## src/rtl/ann_q_max_issue.sv

```systemverilog
// ann_q_max_issue
// Producer side of the DQN target computation. Collects NUM_ACTIONS next-state
// Q values (IEEE-754 single) from the target network, keeps the running
// maximum and its action index, pairs the result with one replay-memory
// sample (reward/done) and issues everything as a single-cycle pulse.
//
// Ports:
//   clk, rst_n                       clock, asynchronous active-low reset
//   i_q_valid/i_q_value/o_q_ready    Q value stream, actions in index order
//   i_sample_valid/i_reward/i_done   replay sample, o_sample_ready = none held
//   o_q_max_valid/o_q_max/o_q_max_idx  issued maximum and argmax
//   o_reward_valid/o_reward/o_done     issued sample, same cycle as q_max
module ann_q_max_issue #(
  parameter int DATA_WIDTH  = 32,
  parameter int NUM_ACTIONS = 4,
  parameter int IDX_WIDTH   = 2
) (
  input  logic                  clk,
  input  logic                  rst_n,
  input  logic                  i_q_valid,
  input  logic [DATA_WIDTH-1:0] i_q_value,
  output logic                  o_q_ready,
  input  logic                  i_sample_valid,
  input  logic [DATA_WIDTH-1:0] i_reward,
  input  logic                  i_done,
  output logic                  o_sample_ready,
  output logic                  o_q_max_valid,
  output logic [DATA_WIDTH-1:0] o_q_max,
  output logic [IDX_WIDTH-1:0]  o_q_max_idx,
  output logic                  o_reward_valid,
  output logic [DATA_WIDTH-1:0] o_reward,
  output logic                  o_done
);

  typedef enum logic {Q_ACCUM, Q_FULL} q_state_t;

  q_state_t              state, state_nxt;
  logic [IDX_WIDTH-1:0]  cnt;
  logic [DATA_WIDTH-1:0] max_r;
  logic [IDX_WIDTH-1:0]  idx_r;
  logic [DATA_WIDTH-1:0] reward_r;
  logic                  done_r;
  logic                  sample_held;

  logic q_acc, s_acc, issue, last_beat;

  // Raw-bit float compare a > b. Sign-magnitude ordering; +0 and -0 are
  // equal. NaN/Inf are ordered by their bit patterns like any other value.
  function automatic logic fp_gt(input logic [DATA_WIDTH-1:0] a,
                                 input logic [DATA_WIDTH-1:0] b);
    logic [DATA_WIDTH-2:0] ma, mb;
    ma = a[DATA_WIDTH-2:0];
    mb = b[DATA_WIDTH-2:0];
    if (a[DATA_WIDTH-1] != b[DATA_WIDTH-1]) begin
      if (ma == '0 && mb == '0) fp_gt = 1'b0;
      else                      fp_gt = ~a[DATA_WIDTH-1];
    end else if (!a[DATA_WIDTH-1]) begin
      fp_gt = (ma > mb);
    end else begin
      fp_gt = (ma < mb);
    end
  endfunction

  assign o_q_ready      = (state == Q_ACCUM);
  assign o_sample_ready = ~sample_held;
  assign q_acc          = i_q_valid && o_q_ready;
  assign s_acc          = i_sample_valid && o_sample_ready;
  assign last_beat      = (cnt == IDX_WIDTH'(NUM_ACTIONS - 1));
  // Both halves present: issue on this edge, which also releases both sides.
  assign issue          = (state == Q_FULL) && sample_held;

  always_comb begin
    state_nxt = state;
    case (state)
      Q_ACCUM: if (q_acc && last_beat) state_nxt = Q_FULL;
      Q_FULL:  if (issue)              state_nxt = Q_ACCUM;
      default:                         state_nxt = Q_ACCUM;
    endcase
  end

  always_ff @(posedge clk or negedge rst_n) begin
    if (!rst_n) state <= Q_ACCUM;
    else        state <= state_nxt;
  end

  // Q accumulation: first beat seeds the max, later beats replace it only
  // when strictly greater so ties keep the lowest index.
  always_ff @(posedge clk or negedge rst_n) begin
    if (!rst_n) begin
      cnt   <= '0;
      max_r <= '0;
      idx_r <= '0;
    end else if (q_acc) begin
      if (cnt == '0) begin
        max_r <= i_q_value;
        idx_r <= '0;
      end else if (fp_gt(i_q_value, max_r)) begin
        max_r <= i_q_value;
        idx_r <= cnt;
      end
      cnt <= last_beat ? '0 : cnt + 1'b1;
    end
  end

  // Sample holding register; new samples are refused while one is held.
  always_ff @(posedge clk or negedge rst_n) begin
    if (!rst_n) begin
      reward_r    <= '0;
      done_r      <= 1'b0;
      sample_held <= 1'b0;
    end else if (issue) begin
      sample_held <= 1'b0;
    end else if (s_acc) begin
      reward_r    <= i_reward;
      done_r      <= i_done;
      sample_held <= 1'b1;
    end
  end

  // Issue stage: registered pulse, data held between pulses.
  always_ff @(posedge clk or negedge rst_n) begin
    if (!rst_n) begin
      o_q_max_valid  <= 1'b0;
      o_reward_valid <= 1'b0;
      o_q_max        <= '0;
      o_q_max_idx    <= '0;
      o_reward       <= '0;
      o_done         <= 1'b0;
    end else begin
      o_q_max_valid  <= issue;
      o_reward_valid <= issue;
      if (issue) begin
        o_q_max     <= max_r;
        o_q_max_idx <= idx_r;
        o_reward    <= reward_r;
        o_done      <= done_r;
      end
    end
  end

endmodule

```

## config.mk

```make
export PLATFORM = sky130hd
export DESIGN_NAME = ann_q_max_issue
export DESIGN_NICKNAME = d
export VERILOG_FILES = /design/src/rtl/ann_q_max_issue.sv
export SDC_FILE = /design/constraint.sdc
export NUM_CORES = 1
export LEC_CHECK = 0
export ABC_AREA = 1
export CAP_MARGIN = 20
export CORE_MARGIN = 1
export CORE_UTILIZATION = 40
export CTS_CLUSTER_DIAMETER = 50
export DETAILED_ROUTE_END_ITERATION = 10
export GPL_ROUTABILITY_DRIVEN = 0
export PLACE_DENSITY = 0.75
export SLEW_MARGIN = 20
export SYNTH_ARGS = -nofsm -noshare
export SYNTH_HDL_FRONTEND = slang
export SYNTH_SLANG_ARGS = --single-unit
```

## constraint.sdc

```tcl
create_clock -name clk -period 1.8 [get_ports clk]
set_input_delay 0.45 -clock clk [delete_from_list [all_inputs] [get_ports clk]]
set_output_delay 0.45 -clock clk [all_outputs]
set_load 0.02 [all_outputs]
```

==> results.md, run 1 <==
* Largest family of logic cells by synthesized area: simple AND/OR/NAND/NOR gates
* Post-Synth XOR/XNOR Area at 0
* Num CTS Buffers at 17
* Vias in the first global route at 5,811
* Share of post-route cells with drive strength above 1 at 0.337
* CTS max path bufs at 2
* Critical path class: reg -> reg
* CTS Sinks at 139
* Yosys warns at 0
* Worst-path maximum fanout at 7
* Initial antenna violation count at 1
* Rows at 45
* Minimum clock period after layout at 2.09 ns
* Detailed Route WL at 18.1 mm
* Crit-path cells: inv_2, ha_4, nand2_2, nand2_1, nand2_1, nand2_1, nand2_1, nand2_1, a21oi_2, nand2_2, nand2_2, nand3_4, buf_12, buf_12, nand3_2, nand2_1
* DR iter-0 viols at 275
* Cell Count, Final, Fillers Out at 1,187
* Worst setup margin at -0.295 ns
* Die Ht at 128 µm
* WL per Instance at 15.2 µm
* Core ar. at 0.0154 mm²
* IO Count at 140
* Violated checks: setup timing
* Simple-gate area share of the yosys netlist at 0.234
* Worst clock skew at 0.00670 ns
* Vias at 5,697
* Synth Net Count at 817
* Worst-path clk slew at 0.06 ns
* RSZ-0062 raised after global routing: yes
* Final setup vio count at 34
* Port Buf Inserts at 139
* Most used cell, CP: nand2_1
* Avg Cell Area, Syn at 8.90 µm²
* DRT Pass-1 Iters at 6
* Max Slew Vio Count at 0
* Die width at 128 µm
* Syn Inst Count at 715
* DP Wirelength at 11.2 mm
* Crit path buffers/inverters at 3
* Root buf cell: clkbuf_16
* CTS tree: done
* Fin. Hold Viols at 0
* Post-synthesis cell area at 0.00636 mm²
* Core Util, Final at 0.663
* CP required at 2.10 ns
* GRT Overall Usage at 0.227
* Adder-cell area share of the yosys netlist at 0.0649
* Place WS at -0.869 ns
* Pleak at 0.00511 µW
* Via/cell ratio at 4.80
* Post-Place Cells at 1,127
* Fill cells at 1,161
* Compound-Gate Fraction of Synth Area at 0.0433
* Register area share after synthesis at 0.547
* Largest net degree at the start of global routing at 55
* Final period util at 1.16
* Skew-Pair Late Insertion Delay at 0.42 ns
* Worst path slowest cell: dfrtp_1
* Initial Utilization at 0.414
* # DRC at 0
* CP startpoint kind: register
* Grt ovf at 0
* Max Clk Rate at 477 MHz
* Peak supply drop at 898 µV
* Worst slew pin tran at 0.415 ns
* Max Cap Viol at 0
* CTS HTree Levels at 4
* Total Nets Final at 1,065
* Pwr dens at 1760 mW/mm²
* Netlist cell types at 25
* P&R area growth vs syn at 60.2%
* Worst Path Arrival at 2.40 ns
* Rel. slew slack at 0.724
* First-pass GRT wire length at 28.6 mm
* Crit path max-delay family: simple AND/OR/NAND/NOR gates
* Status: finished with violations
* Seq cells post-synth at 139
* Detail Route Antenna Nets at 0
* Hold Path Class: reg -> reg
* Die area at 0.0164 mm²
* Mux cell area share after synthesis at 0.0549
* Setup TNS at -9.16 ns
* Biggest cell delay along the critical path at 0.41 ns
* Crit path capture type: register
[flip-flops by register name (all words and copies together) (netlist names)]
| register | cells |
|---|---|
| idx_r | 2 |
| state | 1 |
| reward_r | 32 |
| o_done | 1 |
| sample_held | 1 |
| max_r | 32 |
| o_reward | 32 |
| o_reward_valid | 1 |
| o_q_max | 32 |
| cnt | 2 |
| o_q_max_idx | 2 |
| done_r | 1 |
[cell usage in the layout (no fill, tap or decap), types with 2 or more instances in the layout]
cell,Yosys,layout
nand2_2,0,38
nor2_2,1,5
nand3_1,43,8
clkdlybuf4s50_1,0,36
dlygate4sd2_1,0,100
clkbuf_16,0,17
nand3_2,0,34
mux2_2,31,31
nand2_1,272,227
nand2_8,0,6
bufinv_16,0,2
buf_16,0,3
nand4_1,3,3
inv_1,53,30
ha_1,33,8
nand2_4,1,7
inv_2,5,27
ha_4,0,25
clkinv_2,0,3
a21oi_1,13,10
buf_6,3,2
clkbuf_8,0,3
o21ai_0,36,36
buf_4,1,98
buf_12,0,9
nor2_4,0,5
dfrtp_1,139,139
nor2_1,49,40
clkinvlp_4,0,4
clkdlybuf4s15_1,0,2
a21o_1,2,2
nand3_4,1,2
a21oi_2,1,4
[where the power goes]
part	switching [µW]	internal, µW	total [µW]
sequential	796	4560	5360
combinational	4910	4160	9070
clock	1340	2140	3480
total	7050	10900	17900
[worst paths after layout]
kind	slack [ns]	endpoint	depth (start not counted)	start
max	-0.29	max_r[12]	16	max_r[16]
min	0.46	o_reward[8]	2	reward_r[8]
max reg2reg	-0.29	max_r[12]	16	max_r[16]
min reg2reg	0.46	o_reward[8]	2	reward_r[8]
max in group asynchronous	0.74	o_reward[10]	3	rst_n
min in group asynchronous	0.50	o_q_max[6]	2	rst_n
[Yosys cell counts (all sizes together)]
| cell | number | area share |
|---|---|---|
| or2 | 1 | 0.00098 |
| o22ai | 1 | 0.00098 |
| ha | 33 | 0.065 |
| inv | 58 | 0.034 |
| nand4 | 3 | 0.0029 |
| dfrtp | 139 | 0.55 |
| nor2 | 50 | 0.030 |
| buf | 14 | 0.014 |
| mux2 | 31 | 0.055 |
| o21ai | 36 | 0.028 |
| a21o | 2 | 0.0024 |
| a21oi | 14 | 0.012 |
| clkbuf | 14 | 0.0083 |
| nand2 | 273 | 0.16 |
| clkinv | 1 | 0.00059 |
| nand3 | 44 | 0.037 |
| nor2b | 1 | 0.00098 |
[what timing repair did]
action,CTS,global route
resized for setup,207,39
hold buffers,1,0
setup buffers,11,8
pin swaps,42,27
hold endpoints to repair,31,0
endpoints found under the setup margin,105,38
gates cloned,8,0
[tightest hold or removal path: cells and delay by family (launching register included)]
| kind | cells | cell delay, ns |
|---|---|---|
| flops | 1 | 0.34 |
| simple gates | 2 | 0.10 |
[metrics by stage]
stage	area (µm²)	power, µW	hold slack [ns]
6_report	10200	17900	0.463
5_1_grt	10200	19000	0.465
4_1_cts	9980	17400	0.433
3_5_place_dp	8890	12800	0.390
3_3_place_gp	8890	12600	0.387
2_1_floorplan	6640	9480	0.154
[logic make-up after synthesis]
kind of cell	count (synthesis)
buffers and inverters	87
adders and majority gates	33
DFF	139
AOI/OAI and AO/OA	53
muxes	31
and+or+nand+nor	372
[layer usage]
layer / track usage / up-vias / routed length [µm]
met2: 0.379 / 166 / 9030
met4: 0.104 / 0 / 522
met3: 0.0376 / 43 / 723
met5: 0 / - / 0
li1: - / 2779 / -
met1: 0.288 / 2709 / 7810
[final cells by class]
cell class                      instances  area, µm²  area share
Timing Repair Buffer                  252       2300       0.226
Clock buffer                           21        470      0.0462
Inverter                               59        225      0.0221
Tap cell                              211        264      0.0259
Multi-Input combinational cell        494       3330       0.327
Sequential cell                       139       3480       0.341
Antenna cell                            1       2.50    0.000246
Clock inverter                         10        115      0.0113
No activity file was read; power rests on OpenSTA's default activity.
==> run 2: changes to the inputs <==
--- a/config.mk
+++ b/config.mk
@@ -10,6 +10,7 @@
 export CORE_MARGIN = 1
 export CORE_UTILIZATION = 40
 export CTS_CLUSTER_DIAMETER = 50
+export CTS_CLUSTER_SIZE = 10
 export DETAILED_ROUTE_END_ITERATION = 10
 export GPL_ROUTABILITY_DRIVEN = 0
 export PLACE_DENSITY = 0.75
==> results of run 2 <==
No change in the layout: final DEF, timing and power equal those of run 1.
==> run 3: changes to the inputs <==
--- a/config.mk
+++ b/config.mk
@@ -14,7 +14,6 @@
 export DETAILED_ROUTE_END_ITERATION = 10
 export GPL_ROUTABILITY_DRIVEN = 0
 export PLACE_DENSITY = 0.75
-export SLEW_MARGIN = 20
 export SYNTH_ARGS = -nofsm -noshare
 export SYNTH_HDL_FRONTEND = slang
 export SYNTH_SLANG_ARGS = --single-unit
==> results of run 3 <==
No change in the layout: final DEF, timing and power equal those of run 1.
